$ cat config.mk
export PLATFORM = sky130hd
export DESIGN_NAME = serial_frame_receiver
export DESIGN_NICKNAME = d
export VERILOG_FILES = /design/src/rtl/serial_frame_receiver_pkg.sv /design/src/rtl/serial_frame_receiver_shift.sv /design/src/rtl/serial_frame_receiver.sv
export SDC_FILE = /design/constraint.sdc
export NUM_CORES = 1
export LEC_CHECK = 0
export BUFFER_PORTS_ARGS = -buffer_cell sky130_fd_sc_hd__buf_2
export CAP_MARGIN = 20
export CELL_PAD_IN_SITES_DETAIL_PLACEMENT = 0
export CELL_PAD_IN_SITES_GLOBAL_PLACEMENT = 1
export CORE_AREA = 5 5 42 44
export DETAILED_ROUTE_END_ITERATION = 10
export DIE_AREA = 0 0 47 49
export HOLD_SLACK_MARGIN = 0.08
export PLACE_DENSITY = 0.7
export SETUP_SLACK_MARGIN = 0.05
export SLEW_MARGIN = 20
export SYNTH_ARGS = -nofsm -noshare
export SYNTH_HDL_FRONTEND = slang
export SYNTH_SLANG_ARGS = --single-unit
$ cat constraint.sdc
create_clock -name clk -period 2 [get_ports clk]
set_input_delay 0.4 -clock clk [delete_from_list [all_inputs] [get_ports clk]]
set_output_delay 0.4 -clock clk [all_outputs]
set_load 0.02 [all_outputs]
$ cat src/rtl/serial_frame_receiver_pkg.sv
// Shared definitions for the serial frame receiver: state encoding
// and the helper that sizes the data-bit counter.
package serial_frame_receiver_pkg;

    typedef enum logic [1:0] {
        IDLE  = 2'd0,
        DATA  = 2'd1,
        STOP  = 2'd2,
        BREAK = 2'd3
    } state_t;

    localparam int MIN_WIDTH = 2;
    localparam int MAX_WIDTH = 16;

    function automatic int cnt_width(input int w);
        return (w < 2) ? 1 : $clog2(w);
    endfunction

endpackage

$ cat src/rtl/serial_frame_receiver_shift.sv
// LSB-first shift-in register holding the partially received word;
// each enabled cycle pushes serial_in into the MSB.
module shift_in_register #(
    parameter int WIDTH = 3
) (
    input  logic             clk,
    input  logic             reset,
    input  logic             shift_en,
    input  logic             serial_in,
    output logic [WIDTH-1:0] Q
);

    always_ff @(posedge clk) begin
        if (reset) begin
            Q <= '0;
        end else if (shift_en) begin
            Q <= {serial_in, Q[WIDTH-1:1]};
        end
    end

endmodule

$ cat src/rtl/serial_frame_receiver.sv
// Strobe-driven serial frame receiver: start bit, WIDTH data bits
// LSB-first, one stop bit; good frames load D, bad stop bits flag an error.
module serial_frame_receiver
    import serial_frame_receiver_pkg::*;
#(
    parameter int WIDTH = 3
) (
    input  logic             clk,
    input  logic             reset,
    input  logic             bit_en,
    input  logic             serial_in,
    output logic [WIDTH-1:0] D,
    output logic             load,
    output logic             busy,
    output logic             frame_err
);

    localparam int CW = cnt_width(WIDTH);
    localparam logic [CW-1:0] LAST = CW'(WIDTH - 1);

    state_t           state;
    state_t           state_n;
    logic [CW-1:0]    cnt;
    logic [CW-1:0]    cnt_n;
    logic [WIDTH-1:0] d_n;
    logic             load_n;
    logic             err_n;
    logic             shift_en;
    logic [WIDTH-1:0] shreg;

    shift_in_register #(
        .WIDTH(WIDTH)
    ) u_shift (
        .clk      (clk),
        .reset    (reset),
        .shift_en (shift_en),
        .serial_in(serial_in),
        .Q        (shreg)
    );

    always_ff @(posedge clk) begin
        if (reset) begin
            state     <= IDLE;
            cnt       <= '0;
            D         <= '0;
            load      <= 1'b0;
            frame_err <= 1'b0;
        end else begin
            state     <= state_n;
            cnt       <= cnt_n;
            D         <= d_n;
            load      <= load_n;
            frame_err <= err_n;
        end
    end

    // Without a strobe everything holds; only the pulses fall back to 0.
    always_comb begin
        state_n  = state;
        cnt_n    = cnt;
        d_n      = D;
        load_n   = 1'b0;
        err_n    = 1'b0;
        shift_en = 1'b0;
        if (bit_en) begin
            unique case (state)
                IDLE: begin
                    if (!serial_in) begin
                        state_n = DATA;
                        cnt_n   = '0;
                    end
                end
                DATA: begin
                    shift_en = 1'b1;
                    if (cnt == LAST) begin
                        cnt_n   = '0;
                        state_n = STOP;
                    end else begin
                        cnt_n = cnt + CW'(1);
                    end
                end
                STOP: begin
                    if (serial_in) begin
                        d_n     = shreg;
                        load_n  = 1'b1;
                        state_n = IDLE;
                    end else begin
                        err_n   = 1'b1;
                        state_n = BREAK;
                    end
                end
                BREAK: begin
                    // A held-low line is a break, never a start bit.
                    if (serial_in) begin
                        state_n = IDLE;
                    end
                end
                default: begin
                    state_n = IDLE;
                end
            endcase
        end
    end

    assign busy = (state != IDLE);

endmodule

* Word-level counts from Yosys, hierarchy flattened
Index checks and enable logic that the tools add are counted.
** Operators by class
- Add/sub/neg operators :: 1
- Equality and inequality tests :: 7
- Mux-type cells :: 12
- Bitwise gates (word level) :: 2
- Reduce and logical (&&, ||, !) cells :: 7
** Operators with widths (count)
- 2-bit two-way mux :: 6
- 2-bit case mux with 4 select lines :: 1
- 2-bit == test (second input constant) :: 3
- 2-bit != test (second input constant) :: 3
- 3-bit AND reduction :: 2
- 1-bit two-way mux :: 4
- 2-bit case mux with 2 select lines :: 1
- 4-bit AND reduction :: 1
- 2-bit nonzero test :: 2
- 3-bit OR reduction :: 1
- 2-bit by 1-bit adder with 2-bit output (second input constant) :: 1
- 2-bit by 1-bit == test with 1-bit output (second input constant) :: 1
- 2-bit logical NOT :: 1
- 1-bit inverter :: 2
** Storage, ports and cells
- Register bits after elaboration :: 12
- Input bits :: 4
- Output and inout port bits :: 6
- Logic and storage cells :: 35

* Depth between registers and ports, before layout
- Depth in word-level cells :: 3
- Mapped depth :: 3
- Mapped depth without buffers :: 3

* Cells and area by module
A second synthesis with hierarchy kept.
** Unflattened totals
- Cells, all modules :: 49
- Area, all modules :: 493.0 um^2
** By module, submodules not included
- serial_frame_receiver :: times used 1, cells each 40, area an instance 391.6 um^2, seq. area each 180.2 um^2
- shift_in_register :: times used 1, cells each 9, area an instance 101.3 um^2, seq. area each 60.1 um^2

* Least setup slack after synthesis
Ideal clock, no wire load.
- Kind :: flip-flop to output port
- Start point :: register state[0]
- End point :: output busy
- Arrival time :: 0.711 ns
- Required time :: 1.600 ns
- Slack :: 0.889 ns
- Stages on the path, launching flop included :: 2
- Buffers on the path :: 0
- Path through :: dfxtp_1 > or2_2
** On the way
- Word-level cells in the longest chain between the ends :: 1
** RTL lines
- start: declaration :: line serial_frame_receiver.sv:21 : state_t state;
- start signal: assignment :: line serial_frame_receiver.sv:49 : state <= state_n;
- 2-bit nonzero test :: line serial_frame_receiver.sv:105 : assign busy = (state != IDLE);
- end: declaration :: line serial_frame_receiver.sv:14 : output logic busy,
No other way between the ends.

* Worst setup path after layout
Same ends and word-level chain as after synthesis.

==> flow_metrics.tcl <==
set metrics [dict create \
    status "complete, no violations" \
    grt_pass1_vias 328 \
    finalSetupTns_ns 0 \
    numCtsBuffers 3 \
    die_area_sq_um 2303 \
    ant_nets 0 \
    core_sq_um 1401 \
    ctsLongestPathBuffers 2 \
    cp_max_fo 7 \
    p_leak_uw 0.0002882 \
    skew_ns 0.006073 \
    cap_violations 0 \
    seq_area_frac_synth_pct 50.93 \
    synth_cells 47 \
    cts_resized 0 \
    max_freq_mhz 653.3 \
    nFillCells 156 \
    via_per_inst 4.813 \
    start_kind "flip-flop" \
    drc 0 \
    area_delta_synth_final_pct 20.69 \
    vdd_drop_max_uv 272.9 \
    gp_congestion 0.6588 \
    required_ns 1.60 \
    maxSlewViolCount 0 \
    synth-compound-area-share_pct 8.223 \
    wl_microns 871 \
    io_buffers 9 \
    path_class "reg -> out" \
    grt_max_degree 13 \
    synth_seq_cells 12 \
    wl_per_cell_microns 11.61 \
    synth_xor_area_share_pct 0 \
    grtUsageTotal_pct 9.470 \
    cts_tree "built" \
    fin_crit_ns 1.531 \
    fp.dieW_microns 47 \
    swShare_pct 21.96 \
    final-setup-viol-count 0 \
    synthAdderAreaFrac_pct 0 \
    start_util_pct 33.66 \
    post_cts_buffers 0 \
    cts.sinks 12 \
    synth-simple-area-share_pct 26.53 \
    p_int_uw 363.5 \
    clkPwrFrac_pct 41.6 \
    critPathCaptureType "output port" \
    nets 64 \
    dr.first_iter.drc_count 8 \
    synthesis.nets 51 \
    synth_area_leaders "dfxtp_1, mux2i_1, nor2_1" \
    ys.warnings.count 0 \
    synth.avg_cell_area_sq_um 10.04 \
    hold_buffers 0 \
    grt-ovfl-total 0 \
    cp_data_arrival_time_ns 1.13 \
    htree_levels 1 \
    power.share.sequential_pct 52.9 \
    cp_slowest_cell "dfxtp_1" \
    grt_pass1_wl_mm 1.524 \
    antenna_found_initial 0 \
    p_comb_share_pct 5.5 \
    tightestPinTransition_ns 0.2630 \
    path_clk_slew_ns 0.08 \
    netSwitchingPower_uw 102.3 \
    dieHeight_microns 49 \
    io_pins 10 \
    syn_area_sq_um 471.7 \
    rsz0062_at_grt "false" \
    dr.pass1.iters 2 \
    finalCritPeriodShare_pct 76.53 \
    timing.final.hold_violations 0 \
    cellPowerDensity_nw_per_um2 818.1 \
    critPathBufInv 1 \
    p_total_uw 465.7 \
    yosys.area.top_type "dfxtp_1" \
    num_rows 14 \
    crit_chain "or2_2 > buf_2" \
    drive_gt1_share_pct 25.42 \
    via_count 361 \
    insertion_delay_ns 0.28 \
    cts-root-buf "clkbuf_4" \
    synthMuxAreaShare_pct 12.73 \
    relSlewSlack_pct 82.45 \
    critical-path-top-delay-family "flip-flops" \
    dp_hpwl_microns 621.4 \
    yosysUniqueCellTypes 17 \
    max_stage_delay_ns 0.39 \
    diodes 0 \
    holdCritPathClass "in -> reg" \
    synth_top_family_by_area "simple AND/OR/NAND/NOR gates" \
    synth_top_area_share_pct 50.93 \
]
## layout make-up
class,instances,area [sq um],share of cell area [%]
Multi-Input combinational cell,33,224.0,39.34
Clock buffer,4,36.28,6.374
Inverter,1,3.754,0.6593
Sequential cell,12,240.2,42.20
Tap cell,16,20.02,3.516
Timing Repair Buffer,9,45.04,7.912
## synth_stat cells
cell type  instances
or3b_1             1
or2_2              1
a311oi_1           1
nand2_1            1
nand4b_1           2
clkbuf_1           1
o21ai_0            2
a21oi_1            4
nand3b_4           1
inv_1              1
nor4_1             2
nor2_1             8
dfxtp_1           12
nor2b_1            2
or2b_1             1
or3_1              1
mux2i_1            6
## cells by family after synthesis
group	count (synthesis)
compound gates	7
buf+inv	2
flops	12
mux	6
simple gates	20
## cell usage in the layout, fill, tap and decap left out, drive strengths merged
cell | synthesis | routed
nor4 | 2 | 2
or3 | 1 | 1
or2 | 1 | 1
dfxtp | 12 | 12
inv | 1 | 1
a21oi | 4 | 4
nand4b | 2 | 2
nor2b | 2 | 2
buf | 0 | 9
nand3b | 1 | 1
or2b | 1 | 1
o21ai | 2 | 2
nor2 | 8 | 8
a311oi | 1 | 1
mux2i | 6 | 6
clkbuf | 1 | 4
or3b | 1 | 1
nand2 | 1 | 1
## routing by layer
metal / GRT usage [%] / part of all wire (%) / up-vias
met4: 6.912 / 1.4 / 0
met5: 0 / 0 / -
met2: 9.502 / 41 / 9
met3: 4.797 / 6.4 / 2
li1: - / - / 191
met1: 14.22 / 51 / 159
## per-stage QoR
| stage | cells | util (%) | area (sq um) | hold slack [ns] | setup WS (ns) |
|---|---|---|---|---|---|
| 2_1_floorplan | 47 | - | 471.7 | 0.4601 | 0.8892 |
| 3_3_place_gp | 71 | 38.04 | 533.0 | 0.4814 | 0.7578 |
| 3_5_place_dp | 71 | 38.04 | 533.0 | 0.4842 | 0.7575 |
| 4_1_cts | 75 | 40.63 | 569.3 | 0.3643 | 0.4562 |
| 5_1_grt | 75 | 40.63 | 569.3 | 0.3745 | 0.4156 |
| 6_report | 75 | 40.63 | 569.3 | 0.3634 | 0.4694 |
## worst register-to-register path: cells and delay by family, from the launching register on
family          cells  cell delay (ns)
flops               1             0.47
compound gates      1             0.13
simple gates        2             0.50
## final timing paths
path | start | to | slack (ns) | depth (start not counted)
setup / recovery | state[0] | busy | 0.47 | 2
hold / removal | serial_in | frame_err | 0.36 | 2
setup reg to reg | state[0] | cnt[1] | 0.82 | 3
hold reg to reg | u_shift.Q[0] | D[0] | 0.50 | 2
## sequential cells by signal, summed over array words and instances, names as in the netlist
| signal | flops |
|---|---|
| frame_err | 1 |
| load | 1 |
| cnt | 2 |
| u_shift.Q | 3 |
| state | 2 |
| D | 3 |
## power groups by stage
stage                     logic, uW  clock network, uW  registers [uW]
final                          25.6                194             246
after global routing           29.3                211             247
after detailed placement       25.9                  0             252
after global placement         25.9                  0             252
after CTS                      26.0                198             246
after floorplan                16.2                  0             251
Power figures use the tool's default switching activity.
